[config.mk]
export PLATFORM = sky130hd
export DESIGN_NAME = kl8e_keyboard_rx
export DESIGN_NICKNAME = d
export VERILOG_FILES = /design/src/rtl/kl8e_keyboard_rx.sv
export SDC_FILE = /design/constraint.sdc
export NUM_CORES = 1
export LEC_CHECK = 0
export ABC_AREA = 1
export CORE_MARGIN = 4
export CORE_UTILIZATION = 30
export CTS_CLUSTER_SIZE = 12
export DETAILED_ROUTE_END_ITERATION = 7
export PLACE_DENSITY_LB_ADDON = 0.12
export REMOVE_ABC_BUFFERS = 1
export SLEW_MARGIN = 20
export SYNTH_ARGS = -nofsm -noshare
export SYNTH_HDL_FRONTEND = slang
export SYNTH_SLANG_ARGS = --single-unit
[constraint.sdc]
create_clock -name clk -period 2.15 [get_ports clk]
set_clock_uncertainty 0.15 [all_clocks]
set_input_delay 0.215 -clock clk [delete_from_list [all_inputs] [get_ports clk]]
set_output_delay 0.215 -clock clk [all_outputs]
set_load 0.05 [all_outputs]
[src/rtl/kl8e_keyboard_rx.sv]
// KL8E console keyboard receiver (device 03): 8N1 serial rx, char buffer, flag and IOT 603x decode.
// Optional RX_OVERRUN_PROTECT_EN keeps the unread char and raises sticky overrun. PDP-8 bit 0 is vector bit 11.
module kl8e_keyboard_rx #(
  parameter int CLOCK_FREQ = 100_000_000,
  parameter int BAUD_RATE  = 115200
) (
  input  logic        clk,
  input  logic        reset,
  input  logic        rx,
  input  logic        iot,
  input  logic [11:0] instruction,
  input  logic [11:0] ac,
  output logic        skip,
  output logic        clear_ac,
  output logic [11:0] ac_data,
  output logic        irq,
  output logic        overrun
);
  localparam int CLKS_PER_BIT = CLOCK_FREQ / BAUD_RATE;
  localparam int CW = $clog2(CLKS_PER_BIT + 1);
  localparam logic [CW-1:0] HALF_BIT = CW'(CLKS_PER_BIT / 2);
  localparam logic [CW-1:0] LAST_CNT = CW'(CLKS_PER_BIT - 1);

  typedef enum logic [2:0] {S_IDLE, S_START, S_DATA, S_STOP, S_BREAK} state_t;

  state_t        state, state_n;
  logic [CW-1:0] cnt, cnt_n;
  logic [2:0]    bit_idx, bit_n;
  logic [7:0]    shift, shift_n;
  logic [7:0]    buffer;
  logic          rx_m, rx_s, rx_d;
  logic          done, accept;
  logic          kbd_flag, int_ena;
  logic          sel, flag_clr, kie;
  logic [2:0]    op;

  // rx_d trails rx_s so IDLE can see the mark-to-space edge
  always_ff @(posedge clk) begin
    if (reset) begin
      rx_m <= 1'b1;
      rx_s <= 1'b1;
      rx_d <= 1'b1;
    end else begin
      rx_m <= rx;
      rx_s <= rx_m;
      rx_d <= rx_s;
    end
  end

  always_ff @(posedge clk) begin
    if (reset) begin
      state   <= S_IDLE;
      cnt     <= '0;
      bit_idx <= '0;
      shift   <= '0;
    end else begin
      state   <= state_n;
      cnt     <= cnt_n;
      bit_idx <= bit_n;
      shift   <= shift_n;
    end
  end

  always_comb begin
    state_n = state;
    cnt_n   = cnt;
    bit_n   = bit_idx;
    shift_n = shift;
    done    = 1'b0;
    case (state)
      S_IDLE: begin
        cnt_n = '0;
        bit_n = '0;
        if (rx_d && !rx_s) state_n = S_START;
      end
      S_START: begin
        if (cnt == HALF_BIT) begin
          cnt_n   = '0;
          state_n = rx_s ? S_IDLE : S_DATA;
        end else cnt_n = cnt + 1'b1;
      end
      S_DATA: begin
        if (cnt == LAST_CNT) begin
          cnt_n   = '0;
          shift_n = {rx_s, shift[7:1]};
          bit_n   = bit_idx + 1'b1;
          if (bit_idx == 3'd7) state_n = S_STOP;
        end else cnt_n = cnt + 1'b1;
      end
      S_STOP: begin
        if (cnt == LAST_CNT) begin
          cnt_n = '0;
          if (rx_s) begin
            done    = 1'b1;
            state_n = S_IDLE;
          end else state_n = S_BREAK;
        end else cnt_n = cnt + 1'b1;
      end
      S_BREAK: if (rx_s) state_n = S_IDLE;
      default: state_n = S_IDLE;
    endcase
  end

  assign sel      = iot && (instruction[11:3] == 9'o603);
  assign op       = instruction[2:0];
  assign flag_clr = sel && (op == 3'd0 || op == 3'd2 || op == 3'd6);
  assign kie      = sel && (op == 3'd5);
  assign skip     = sel && (op == 3'd1) && kbd_flag;
  assign clear_ac = sel && (op == 3'd2 || op == 3'd6);
  assign ac_data  = (sel && (op == 3'd4 || op == 3'd6)) ? {4'b0000, buffer} : 12'o0000;
  assign irq      = kbd_flag & int_ena;

`ifdef RX_OVERRUN_PROTECT_EN
  // a read in the completing cycle frees the buffer, so that char is kept
  assign accept = done && (!kbd_flag || flag_clr);

  always_ff @(posedge clk) begin
    if (reset) overrun <= 1'b0;
    else if (done && !accept) overrun <= 1'b1;
    else if (flag_clr) overrun <= 1'b0;
  end
`else
  assign accept  = done;
  assign overrun = 1'b0;
`endif

  // completion outranks a clearing IOT on the same edge
  always_ff @(posedge clk) begin
    if (reset) begin
      kbd_flag <= 1'b0;
      buffer   <= 8'o000;
      int_ena  <= 1'b1;
    end else begin
      if (accept) begin
        buffer   <= shift;
        kbd_flag <= 1'b1;
      end else if (flag_clr) kbd_flag <= 1'b0;
      if (kie) int_ena <= ac[0];
    end
  end
endmodule
Word level (Yosys, flattened, before mapping)
Index checks and enable logic that the tools add are counted.

storage, ports and cells
  register bits = 37
  bits of input ports = 28
  output and inout port bits = 16
  word-level logic and storage cells = 74

cells by class
  $add $sub $neg = 2
  equal/unequal tests = 19
  muxes and demuxes = 20
  bitwise gates (word level) = 1
  reduce and logical (&&, ||, !) cells = 22

operators with widths
  operator                                               count
  one-hot mux 10 bit (3 select lines)                    1
  2-to-1 mux 3 bit                                       8
  2-to-1 mux 10 bit                                      2
  equality test 3 bit (second input constant)            5
  one-hot mux 3 bit (5 select lines)                     1
  != test 2 bit (second input constant)                  6
  adder 10 x 1 -> 10 bit (second input constant)         1
  equality test 10 bit (second input constant)           1
  equality test 10 x 9 -> 1 bit (second input constant)  1
  equality test 3 x 2 -> 1 bit (second input constant)   3
  equality test 9 bit (second input constant)            1
  logical AND 1 bit                                      8
  2-to-1 mux 8 bit                                       1
  equality test 3 x 1 -> 1 bit (second input constant)   2
  logical NOT 3 bit                                      2
  one-hot mux 3 bit (2 select lines)                     1
  AND reduction 6 bit                                    1
  2-to-1 mux 1 bit                                       5
  logical OR 1 bit                                       4
  AND reduction 2 bit                                    2
  nonzero test 2 bit                                     2
  adder 3 x 1 -> 3 bit (second input constant)           1
  nonzero test 3 bit                                     1
  2-to-1 mux 2 bit                                       1
  3 further kinds                                        3

Depth between registers and ports, before layout
  depth in word-level cells = 6
  depth in mapped cells = 11
  mapped depth without buffers = 11

Least setup slack after synthesis
No wires, ideal clock.

  path kind = input-to-output
  from = input instruction[6]
  to = output skip
  arrival time = 2,113 ps
  required time = 1,785 ps
  path slack = -328 ps
  stages = 5
  path buffers = 0
  cells stage by stage = nor2_1 -> nand4_1 -> nor2_1 -> inv_1 -> nor4_1

between the ends
  cells in the longest elaborated chain, start to end = 4

ends and longest elaborated chain
  what                            RTL line  RTL
  from (decl)                     11        input logic [11:0] instruction,
  equality test 9 bit             104       assign sel = iot && (instruction[11:3] == 9'o603);
  logical AND 1 bit               104
  logical AND 1 bit (2 in a row)  108       assign skip = sel && (op == 3'd1) && kbd_flag;
  to (decl)                       13        output logic skip,

No other way between the ends.

Worst setup path after layout
  from = input instruction[6]
  to = output ac_data[6]

between the ends
  cells in the longest elaborated chain, start to end = 4

ends and longest elaborated chain
  what                 RTL line  RTL
  equality test 9 bit  104
  logical AND 1 bit    104
  logical AND 1 bit    110       assign ac_data = (sel && (op == 3'd4 || op == 3'd6)) ? {4'b0000, buffer} : 12'o0000;
  2-to-1 mux 8 bit     110
  to (decl)            15        output logic [11:0] ac_data,

No other way between the ends.

==> metrics.md <==
| Metric | Value |
|---|---|
| Area after DPL | `2520 um^2` |
| Max Slew Vio Count | `0` |
| DP HPWL | `3490 um` |
| Synthesized area | `2030 um^2` |
| Vias | `1868` |
| Vias per cell | `4.46` |
| Vias in the first global route | `1763` |
| Worst slack, placed | `18.7 ps` |
| Final ANT Viol Nets | `0` |
| Diodes inserted | `0` |
| Most common cell after layout, fill and taps aside | `nand2_1` |
| Multi-input gate area | `1030 um^2` |
| Syn-to-layout area delta | `29.1%` |
| #FFs+latches synth | `37` |
| R2R depth | `8` |
| Post-synthesis async set-or-reset flop share | `0%` |
| Crit start category | `input pin` |
| Number of flops mapped to enable cells by yosys | `0` |
| WP data arrival | `1640 ps` |
| Fin crit share | `93.3%` |
| TritonCTS Sinks | `37` |
| First DRT Iteration DRCs | `50` |
| Maximum VDD drop | `322 uV` |
| Hold Path End | `rx_s$_SDFF_PP1_` |
| Fillers | `675` |
| Top Ports | `44` |
| Final worst path period need | `2010 ps` |
| WL per Instance | `10.9 um` |
| Clock slew at reported path FFs | `70 ps` |
| Core footprint | `6460 um^2` |
| Die area | `8140 um^2` |
| Post-CTS Hold Buffers | `0` |
| Max-cap check violation count | `0` |
| DRT Wirelength | `4550 um` |
| Avg Cell Area, Syn | `6.69 um^2` |
| CP max FO | `8` |
| Pleak | `1.15 nW` |
| Mapped Cells | `303` |
| Final hold vios | `0` |
| Cells after DPL | `411` |
| First-pass GRT wire length | `8280 um` |
| RSZ-0062 raised after global routing | `no` |
| Final cell count without fillers | `419` |
| Yosys cell types | `29` |
| # nets final | `373` |
| Initial antenna violation count | `0` |
| Hold Path Depth | `1` |
| Critical R2R Capture | `cnt[8]$_SDFFE_PP0P_` |
| DRC | `0` |
| CTS tree | `yes` |
| Die extent in x | `90.2 um` |
| TritonRoute pass-1 iters | `4` |
| IO Port Bufs | `27` |
| Largest net degree at the start of global routing | `19` |
| Critical Path End Type | `output pin` |
| Top FF cell, synth | `dfxtp_1` |
| CP required | `1780 ps` |
| Status | `finished clean` |
| Worst-Margin Slew | `501 ps` |
| Clock Path Buffers | `2` |
| H-tree Lvls | `2` |
| Clk_lat worst skew | `290 ps` |
| YS warnings | `0` |
| Layout cells sized above 1 | `15.8%` |
| Fmax | `0.499 GHz` |
| PwrDens | `726 nW/um^2` |
| Most frequent cells in the layout | `50 x nand2_1, 48 x inv_1, 48 x nor2_1` |
| CTS buffer count | `5` |
| Final WS setup | `144 ps` |
| Final Cell Area | `2620 um^2` |
| R2R Setup Slk | `360 ps` |
| Reg2reg start | `cnt[1]$_SDFFE_PP0P_` |
| All-Layer GR Usage | `12.2%` |
| Gpl congestion | `0.900` |
| Seq. cell area | `741 um^2` |
| Global route total overflow | `0` |
| Initial Util | `31.4%` |
| Setup Fix Bufs, Post-CTS | `0` |
| Slew margin rel. | `66.5%` |
| Row count | `29` |
| Die height | `90.2 um` |
| Worst hold path class | `flip-flop to flip-flop` |
| Hold Slack | `265 ps` |
| Hold Startpoint | `rx_m$_SDFF_PP1_` |
| CP Class | `input pin to output pin` |
| Final Setup Violations | `0` |
| Root Driver | `clkbuf_8` |
| Seq/Total Area, Yosys | `36.5%` |
| Power Total | `0.00190 W` |
-- what timing repair did --
action                     in CTS  in global routing
hold endpoints to repair        0                  0
resized for setup               0                  1
setup endpoints to repair       0                  8
-- flip-flops by register name, summed over array words and instances (netlist names) --
signal and count:
state 3, kbd_flag 1, rx_m 1, rx_s 1, int_ena 1, shift 8
cnt 10, buffer 8, rx_d 1, bit_idx 3
-- worst max-delay path, stage by stage --
cell and delay (ps):
clkdlybuf4s50_1 400, nor2_1 110, nand4_1 90, nor2_1 220, nand3_2 200, nor2_1 230, buf_12 170
-- power by group --
| part | leakage, nW | switching, W | internal (W) |
|---|---|---|---|
| combinational | 0.804 | 0.000392 | 0.000204 |
| clock | 0.0512 | 0.000260 | 0.000260 |
| sequential | 0.299 | 0.0000588 | 0.000726 |
| total | 1.15 | 0.000711 | 0.00119 |
-- layout make-up --
cell class / count / area share (%)
clock buffer: 6 / 3.15
clock inverter: 2 / 0.526
inverter: 57 / 8.17
multi-input combinational: 203 / 39.2
sequential: 37 / 28.3
tap: 77 / 3.68
timing repair buffer: 37 / 17.0
-- kinds of logic (layout without fill, tap and decap cells) --
kind of cell,Yosys count,count (layout),share of synthesized area [%]
compound gates,41,41,10.4
xor+xnor,4,4,1.73
fa+ha+maj,4,4,2.47
buf+inv,67,102,13.9
flops,37,37,36.5
other cells,1,5,0.185
simple gates,149,149,34.9
-- through the flow --
| step | TNS [ps] | utilization (%) |
|---|---|---|
| after floorplan | -328 | - |
| after global placement | 0 | 39.0 |
| after detailed placement | 0 | 39.0 |
| after CTS | 0 | 40.5 |
| after global routing | 0 | 40.5 |
| final | 0 | 40.5 |
-- worst max path at each step --
stage | start | end | slack [ps] | depth (start not counted)
floorplan | instruction[6] | skip | -330 | 5
global placement | instruction[6] | ac_data[6] | 50 | 7
detailed placement | instruction[6] | ac_data[7] | 20 | 7
CTS | instruction[6] | ac_data[7] | 20 | 7
global route | instruction[6] | skip | 10 | 8
finish | instruction[6] | ac_data[6] | 140 | 7
-- routing by layer --
layer,vias to the layer above,part of all wire [%],GRT usage [%]
met5,-,0,0
met2,31,40,17.7
met3,7,4.1,3.34
met1,815,54,17.3
met4,0,1.6,4.59
li1,1015,-,-
-- synth_stat cells (2+ instances only) --
cell | n | area [um^2]
inv_1 | 48 | 180
inv_2 | 9 | 33.8
nor2_1 | 48 | 180
nor3_4 | 2 | 32.5
xor2_1 | 4 | 35.0
nand2_2 | 6 | 37.5
nand2_1 | 50 | 188
clkbuf_1 | 3 | 11.3
o21ai_1 | 9 | 45.0
nand3_2 | 2 | 20.0
nor2_4 | 2 | 22.5
dfxtp_1 | 37 | 741
o21ai_0 | 12 | 60.1
or2_2 | 2 | 12.5
buf_4 | 6 | 45.0
nand3_1 | 22 | 110
ha_1 | 4 | 50.1
a21oi_1 | 18 | 90.1
nor3_1 | 2 | 10.0
nand4_1 | 8 | 50.1
(Power assumes the default switching activity.)
